==> src/rtl/vga_timing_gen.sv <==
// Raster timing generator: coordinates, syncs, data-enable and line/frame strobes.
// Every output is registered and decoded from the next counter values.
module vga_timing_gen #(
  parameter int   H_RES  = 640,
  parameter int   H_FP   = 16,
  parameter int   H_SYNC = 96,
  parameter int   H_BP   = 48,
  parameter int   V_RES  = 480,
  parameter int   V_FP   = 10,
  parameter int   V_SYNC = 2,
  parameter int   V_BP   = 33,
  parameter logic H_POL  = 1'b0,
  parameter logic V_POL  = 1'b0,
  parameter int   CORDW  = 12
) (
  input  logic             clk_pix,
  input  logic             rst_pix,
  input  logic             en,
  output logic [CORDW-1:0] sx,
  output logic [CORDW-1:0] sy,
  output logic             hsync,
  output logic             vsync,
  output logic             de,
  output logic             line,
  output logic             frame,
  output logic [15:0]      frame_cnt
);

  localparam int H_TOTAL = H_RES + H_FP + H_SYNC + H_BP;
  localparam int V_TOTAL = V_RES + V_FP + V_SYNC + V_BP;

  localparam logic [CORDW-1:0] H_MAX    = CORDW'(H_TOTAL - 1);
  localparam logic [CORDW-1:0] V_MAX    = CORDW'(V_TOTAL - 1);
  localparam logic [CORDW-1:0] H_ACT    = CORDW'(H_RES);
  localparam logic [CORDW-1:0] V_ACT    = CORDW'(V_RES);
  localparam logic [CORDW-1:0] HS_START = CORDW'(H_RES + H_FP);
  localparam logic [CORDW-1:0] HS_END   = CORDW'(H_RES + H_FP + H_SYNC);
  localparam logic [CORDW-1:0] VS_START = CORDW'(V_RES + V_FP);
  localparam logic [CORDW-1:0] VS_END   = CORDW'(V_RES + V_FP + V_SYNC);
  localparam logic [CORDW-1:0] C_ZERO   = CORDW'(0);
  localparam logic [CORDW-1:0] C_ONE    = CORDW'(1);

  logic [CORDW-1:0] sx_d, sx_q;
  logic [CORDW-1:0] sy_d, sy_q;
  logic             hsync_d, hsync_q;
  logic             vsync_d, vsync_q;
  logic             de_d, de_q;
  logic             line_d, line_q;
  logic             frame_d, frame_q;
  logic [15:0]      frame_cnt_d, frame_cnt_q;

  // Next-state: advance the raster and decode all levels from the advanced position.
  always_comb begin
    sx_d        = sx_q;
    sy_d        = sy_q;
    hsync_d     = hsync_q;
    vsync_d     = vsync_q;
    de_d        = de_q;
    line_d      = 1'b0;
    frame_d     = 1'b0;
    frame_cnt_d = frame_cnt_q;
    if (en) begin
      if (sx_q == H_MAX) begin
        sx_d = C_ZERO;
        if (sy_q == V_MAX) begin
          sy_d = C_ZERO;
        end else begin
          sy_d = sy_q + C_ONE;
        end
      end else begin
        sx_d = sx_q + C_ONE;
        sy_d = sy_q;
      end
      hsync_d = ((sx_d >= HS_START) && (sx_d < HS_END)) ? H_POL : ~H_POL;
      vsync_d = ((sy_d >= VS_START) && (sy_d < VS_END)) ? V_POL : ~V_POL;
      de_d    = (sx_d < H_ACT) && (sy_d < V_ACT);
      line_d  = (sx_d == C_ZERO);
      frame_d = line_d && (sy_d == C_ZERO);
      if (frame_d) begin
        frame_cnt_d = frame_cnt_q + 16'd1;
      end else begin
        frame_cnt_d = frame_cnt_q;
      end
    end else begin
      line_d  = 1'b0;
      frame_d = 1'b0;
    end
  end

  // State and output registers; reset parks the raster on the last pixel of a frame.
  always_ff @(posedge clk_pix or posedge rst_pix) begin
    if (rst_pix) begin
      sx_q        <= H_MAX;
      sy_q        <= V_MAX;
      hsync_q     <= ~H_POL;
      vsync_q     <= ~V_POL;
      de_q        <= 1'b0;
      line_q      <= 1'b0;
      frame_q     <= 1'b0;
      frame_cnt_q <= 16'd0;
    end else begin
      sx_q        <= sx_d;
      sy_q        <= sy_d;
      hsync_q     <= hsync_d;
      vsync_q     <= vsync_d;
      de_q        <= de_d;
      line_q      <= line_d;
      frame_q     <= frame_d;
      frame_cnt_q <= frame_cnt_d;
    end
  end

  assign sx        = sx_q;
  assign sy        = sy_q;
  assign hsync     = hsync_q;
  assign vsync     = vsync_q;
  assign de        = de_q;
  assign line      = line_q;
  assign frame     = frame_q;
  assign frame_cnt = frame_cnt_q;

endmodule

==> config.mk <==
export PLATFORM = sky130hd
export DESIGN_NAME = vga_timing_gen
export DESIGN_NICKNAME = d
export VERILOG_FILES = /design/src/rtl/vga_timing_gen.sv
export SDC_FILE = /design/constraint.sdc
export NUM_CORES = 1
export LEC_CHECK = 0
export CORE_UTILIZATION = 45
export CTS_CLUSTER_SIZE = 12
export DETAILED_ROUTE_END_ITERATION = 8
export PLACE_DENSITY_LB_ADDON = 0.3
export SLEW_MARGIN = 40
export SYNTH_ARGS = -nofsm -noshare
export SYNTH_HDL_FRONTEND = slang
export SYNTH_SLANG_ARGS = --single-unit
export TNS_END_PERCENT = 30
==> constraint.sdc <==
create_clock -name clk_pix -period 5.9 [get_ports clk_pix]
set_clock_uncertainty 0.1 [all_clocks]
set_input_delay 1.18 -clock clk_pix [delete_from_list [all_inputs] [get_ports clk_pix]]
set_output_delay 1.18 -clock clk_pix [all_outputs]
set_load 0.03 [all_outputs]
Word-level counts from Yosys, hierarchy flattened
Cells that the tools add are included.
Cells by class
  magnitude comparators: 6
  mux-type cells: 9
  reductions and logical operators: 7
  $add $sub $neg: 3
  eq/ne operators: 2
Operators with widths (number)
  12-bit 2-to-1 mux: 5
  12-bit by 1-bit adder with 12-bit output, second input constant: 2
  12-bit by 10-bit == test with 1-bit output, second input constant: 2
  12-bit logical NOT: 2
  12-bit by 10-bit < comparator with 1-bit output, second input constant: 2
  12-bit by 9-bit < comparator with 1-bit output, second input constant: 2
  16-bit by 1-bit adder with 16-bit output, second input constant: 1
  12-bit by 10-bit greater-or-equal comparator with 1-bit output, second input constant: 1
  12-bit by 9-bit greater-or-equal comparator with 1-bit output, second input constant: 1
  1-bit logical AND: 4
  1-bit 2-to-1 mux: 4
  2-bit AND reduction: 1
Word-level totals
  logic and storage cells: 35
  bits of input ports: 3
  register bits: 45

Longest topological paths before layout
  depth in word-level cells: 7
  gate-level depth with buffers: 11
  gate-level depth less buffers: 9

Least setup slack after synthesis
Ideal clock, no wire load.
  path type: flip-flop to flip-flop
  from: register sx_q[5], in the netlist sx[5]
  to: register frame_cnt_q[1], in the netlist frame_cnt[1]
  clock period less this slack: 3.257 ns
  data required time: 5.672 ns
  arrival time: 3.029 ns
  cell stages (with the launch flop): 10
  setup time: 0.128 ns
  buffers on the path: 2
  slack: 2.643 ns
  cells stage by stage: dfrtp_1 buf_6 or4_4 or4_1 buf_2 or3_1 a31o_1 o2111ai_4 nor3_2 mux2_1
On the way
  longest elaborated chain between the ends: 6
  elaborated cells on any way between the ends: 10
  classes of those cells: add/sub (1); eq/ne (1); mux (4); reduce/logical (4)
RTL lines
  from (decl): RTL line 43  | logic [CORDW-1:0] sx_d, sx_q;
  from (signal assigned): RTL line 93  | sx_q <= H_MAX;
  from (signal assigned): RTL line 102  | sx_q <= sx_d;
  12-bit by 1-bit adder with 12-bit output or 12-bit by 10-bit == test with 1-bit output (tied branches): RTL line 71, 63
  12-bit 2-to-1 mux: RTL line 63  | if (sx_q == H_MAX) begin
  12-bit 2-to-1 mux: RTL line 62  | if (en) begin
  12-bit logical NOT (on tied branches): RTL line 77, 78
  1-bit logical AND (*): RTL line 78  | frame_d = line_d && (sy_d == C_ZERO);
  2-bit AND reduction (no line) (*)
  to (signal assigned): RTL line 109  | frame_cnt_q <= frame_cnt_d;
  to (decl): RTL line 50  | logic [15:0] frame_cnt_d, frame_cnt_q;
Every way passes the cells marked *; elsewhere a longest branch is shown, timed or not. The select of a mux whose other input is x is not followed.
A chain may end at the register's enable or synchronous reset.

Final worst setup path
Same ends and word-level chain as after synthesis.

==> flow_summary.yaml <==
synthesis:
  synth_nets: 324
  synth_cells: 317
  synth_edf_count: 0
  netlist_area_um2: 2880
  synthArstFlopShare_pct: 100
  postSynthAreaPerCell_um2: 9.09
  yosysWarnings: 0
  yosysUniqueCellTypes: 57
  ys_ff_latch: 45
  synth_flop_cell: "dfrtp_1"
  seq_area_frac_synth_pct: 39.6
clocking:
  cts.path.max_buffers: 2
  cts.clk_slew.worst_paths_ps: 90
  holdBufCountCts: 0
  cts_setup_buffers: 0
  cts_buffers: 5
  clock-sinks: 45
  cts-root-buf: "clkbuf_8"
  tritoncts: "done"
  ctsResizeCount: 0
  h-tree-depth: 2
  clk_latency_ps: 300
grt:
  antenna_found_initial: 0
  gr-total-overflow: 0
  grt_max_degree: 46
  grt_pass1_vias: 2349
  grt_util_all_layers_pct: 22.1
  grt_pass1_wl_mm: 11.4
placement:
  dpl_worst_slack_ps: 2240
  hpwlAfterDp_mm: 4.67
  gp_congestion: 0.866
  io_buffers: 47
worst_setup_path:
  worst-path-max-fanout: 15
  endpoint: "frame_cnt[1]"
  worstSetupEndpointType: "register"
  r2r-start: "sx[5]"
  startpoint: "sx[5]"
  required_ps: 5990
  worstSetupPathType: "reg2reg"
  r2r_cells: 7
  reg2reg_to: "frame_cnt[1]"
  ff2ff_setup_slack_ps: 2300
  crit_path_start_kind: "register"
  worst_ep_arrival_time_ps: 3690
sta:
  min_period_ps: 3600
  rsz0062_at_grt: "false"
  finalSetupViolCount: 0
  tightest_slew_ps: 575
  max_slew_margin_pct: 61.7
  fmax_mhz: 278
  setup_ws_ps: 2300
  period_share_pct: 61.1
  hold_violations: 0
  tns_ps: 0
  drv_slew: 0
  fin_hold_ws_ps: 366
floorplanning:
  design.die.area_um2: 6720
  fp-row-count: 28
  start_util_pct: 47.5
  die_x_um: 82.0
  io_pins: 48
  die_y_um: 82.0
  core_area_um2: 6060
status:
  status: "finished, final reports clean"
detailed_routing:
  dr.pass1.iters: 5
  first_iter_violations: 202
  drcViolationCount: 0
  via_per_inst: 5.78
  wl_per_cell_um: 15.3
  drtAntennaViolNets: 0
  wirelength_mm: 6.61
  vias: 2495
layout:
  syn2layout_area_growth_pct: 21.3
  num_antenna_cells: 0
  layout-drive-gt1-share_pct: 11.5
  nNetsFinal: 363
job:
  maxCapViolCount: 0
pwr:
  ir_drop_uv: 245
  power_density_nw_per_um2: 293
  cellLeakagePower_nw: 1.43
  total_power_mw: 1.02
worst_hold_path:
  min-delay-path-class: "reg2reg"
[sequential cells by signal (all words and copies together) (netlist names)]
name,cells
sy,12
hsync,1
frame,1
frame_cnt,16
sx,12
de,1
vsync,1
line,1
[cell families after synthesis]
kind of cell,count (synthesis),share of synthesized area (%)
adders and majority gates,4,1.74
muxes,6,2.30
buffers and inverters,27,4.39
DFF,45,39.6
and+or+nand+nor,150,30.0
AOI/OAI and AO/OA,54,12.5
xor gates and xnor gates,31,9.43
[power by group]
part           internal (mW)  switching [mW]  leakage (nW)
logic                  0.142           0.209         0.790
registers              0.361          0.0735         0.580
clock network          0.127           0.113        0.0554
total                  0.630           0.395          1.43
[worst max-delay path, cell delays in order (launching register included)]
cell and delay, ps:
dfrtp_1 490, or4_4 610, or4_1 760, a21oi_1 280
nor4b_1 300, nand4b_1 310, nor3_2 290, mux2_1 350
[placed cells by master, fill, tap and decap left out, types with 5 or more instances in the layout]
master and n:
a21oi_1 13, and3_1 9, clkbuf_8 5, clkdlybuf4s50_1 47
dfrtp_1 33, dfstp_2 12, inv_1 8, nand2_1 31
nand3_1 21, nand4_1 12, nor2_1 23, nor3_1 11
nor4_2 8, o21ai_0 16, or3_1 8, xnor2_1 11
xor2_1 20
[per-stage QoR]
step | cells | instance area, um2 | utilization (%)
3_5_place_dp | 424 | 3370 | 55.7
3_3_place_gp | 424 | 3370 | 55.7
6_report | 432 | 3490 | 57.6
4_1_cts | 432 | 3490 | 57.5
5_1_grt | 432 | 3490 | 57.6
2_1_floorplan | 317 | 2880 | -
[per-layer routing]
layer,up-vias,global-route usage [%],part of all wire [%]
met4,0,7.89,1.6
li1,1232,-,-
met3,11,4.11,4.8
met2,70,35.3,47
met1,1182,29.7,46
met5,-,0,0
[Yosys cell counts (3+ instances only)]
library cell,instances,area (um2)
dfstp_2,12,315
nor3b_1,3,22.5
nor4_1,4,25.0
nor4_2,8,100
ha_1,4,50.1
nand2_1,31,116
mux2_2,4,45.0
and3_1,9,56.3
xnor2_1,11,96.3
nand3_1,21,105
dfrtp_1,33,826
nand4_1,12,75.1
inv_1,9,33.8
nor4b_1,4,35.0
clkbuf_1,11,41.3
nor2_1,23,86.3
a21oi_1,13,65.1
o21ai_0,16,80.1
o31ai_1,3,22.5
or3_1,8,50.1
xor2_1,20,175
nor3_1,11,55.1
[area by class of cell]
cell class	count	area, um2
clock inverters	2	38.8
clock buffers	6	72.6
flip-flops and latches	45	1140
fillers	557	2570
inverters	9	33.8
multi-input cells	245	1620
repair buffers	50	493
well taps	75	93.8
[worst min path at each step]
stage	startpoint	slack (ps)	to	cells past startpoint
after floorplan	sy[3]	470	sy[3]	2
after global placement	frame_cnt[15]	360	frame_cnt[15]	1
after detailed placement	frame_cnt[15]	360	frame_cnt[15]	1
after CTS	frame_cnt[15]	370	frame_cnt[15]	1
after global routing	frame_cnt[15]	390	frame_cnt[15]	1
final	frame_cnt[15]	370	frame_cnt[15]	1
Power figures use the tool's default switching activity.
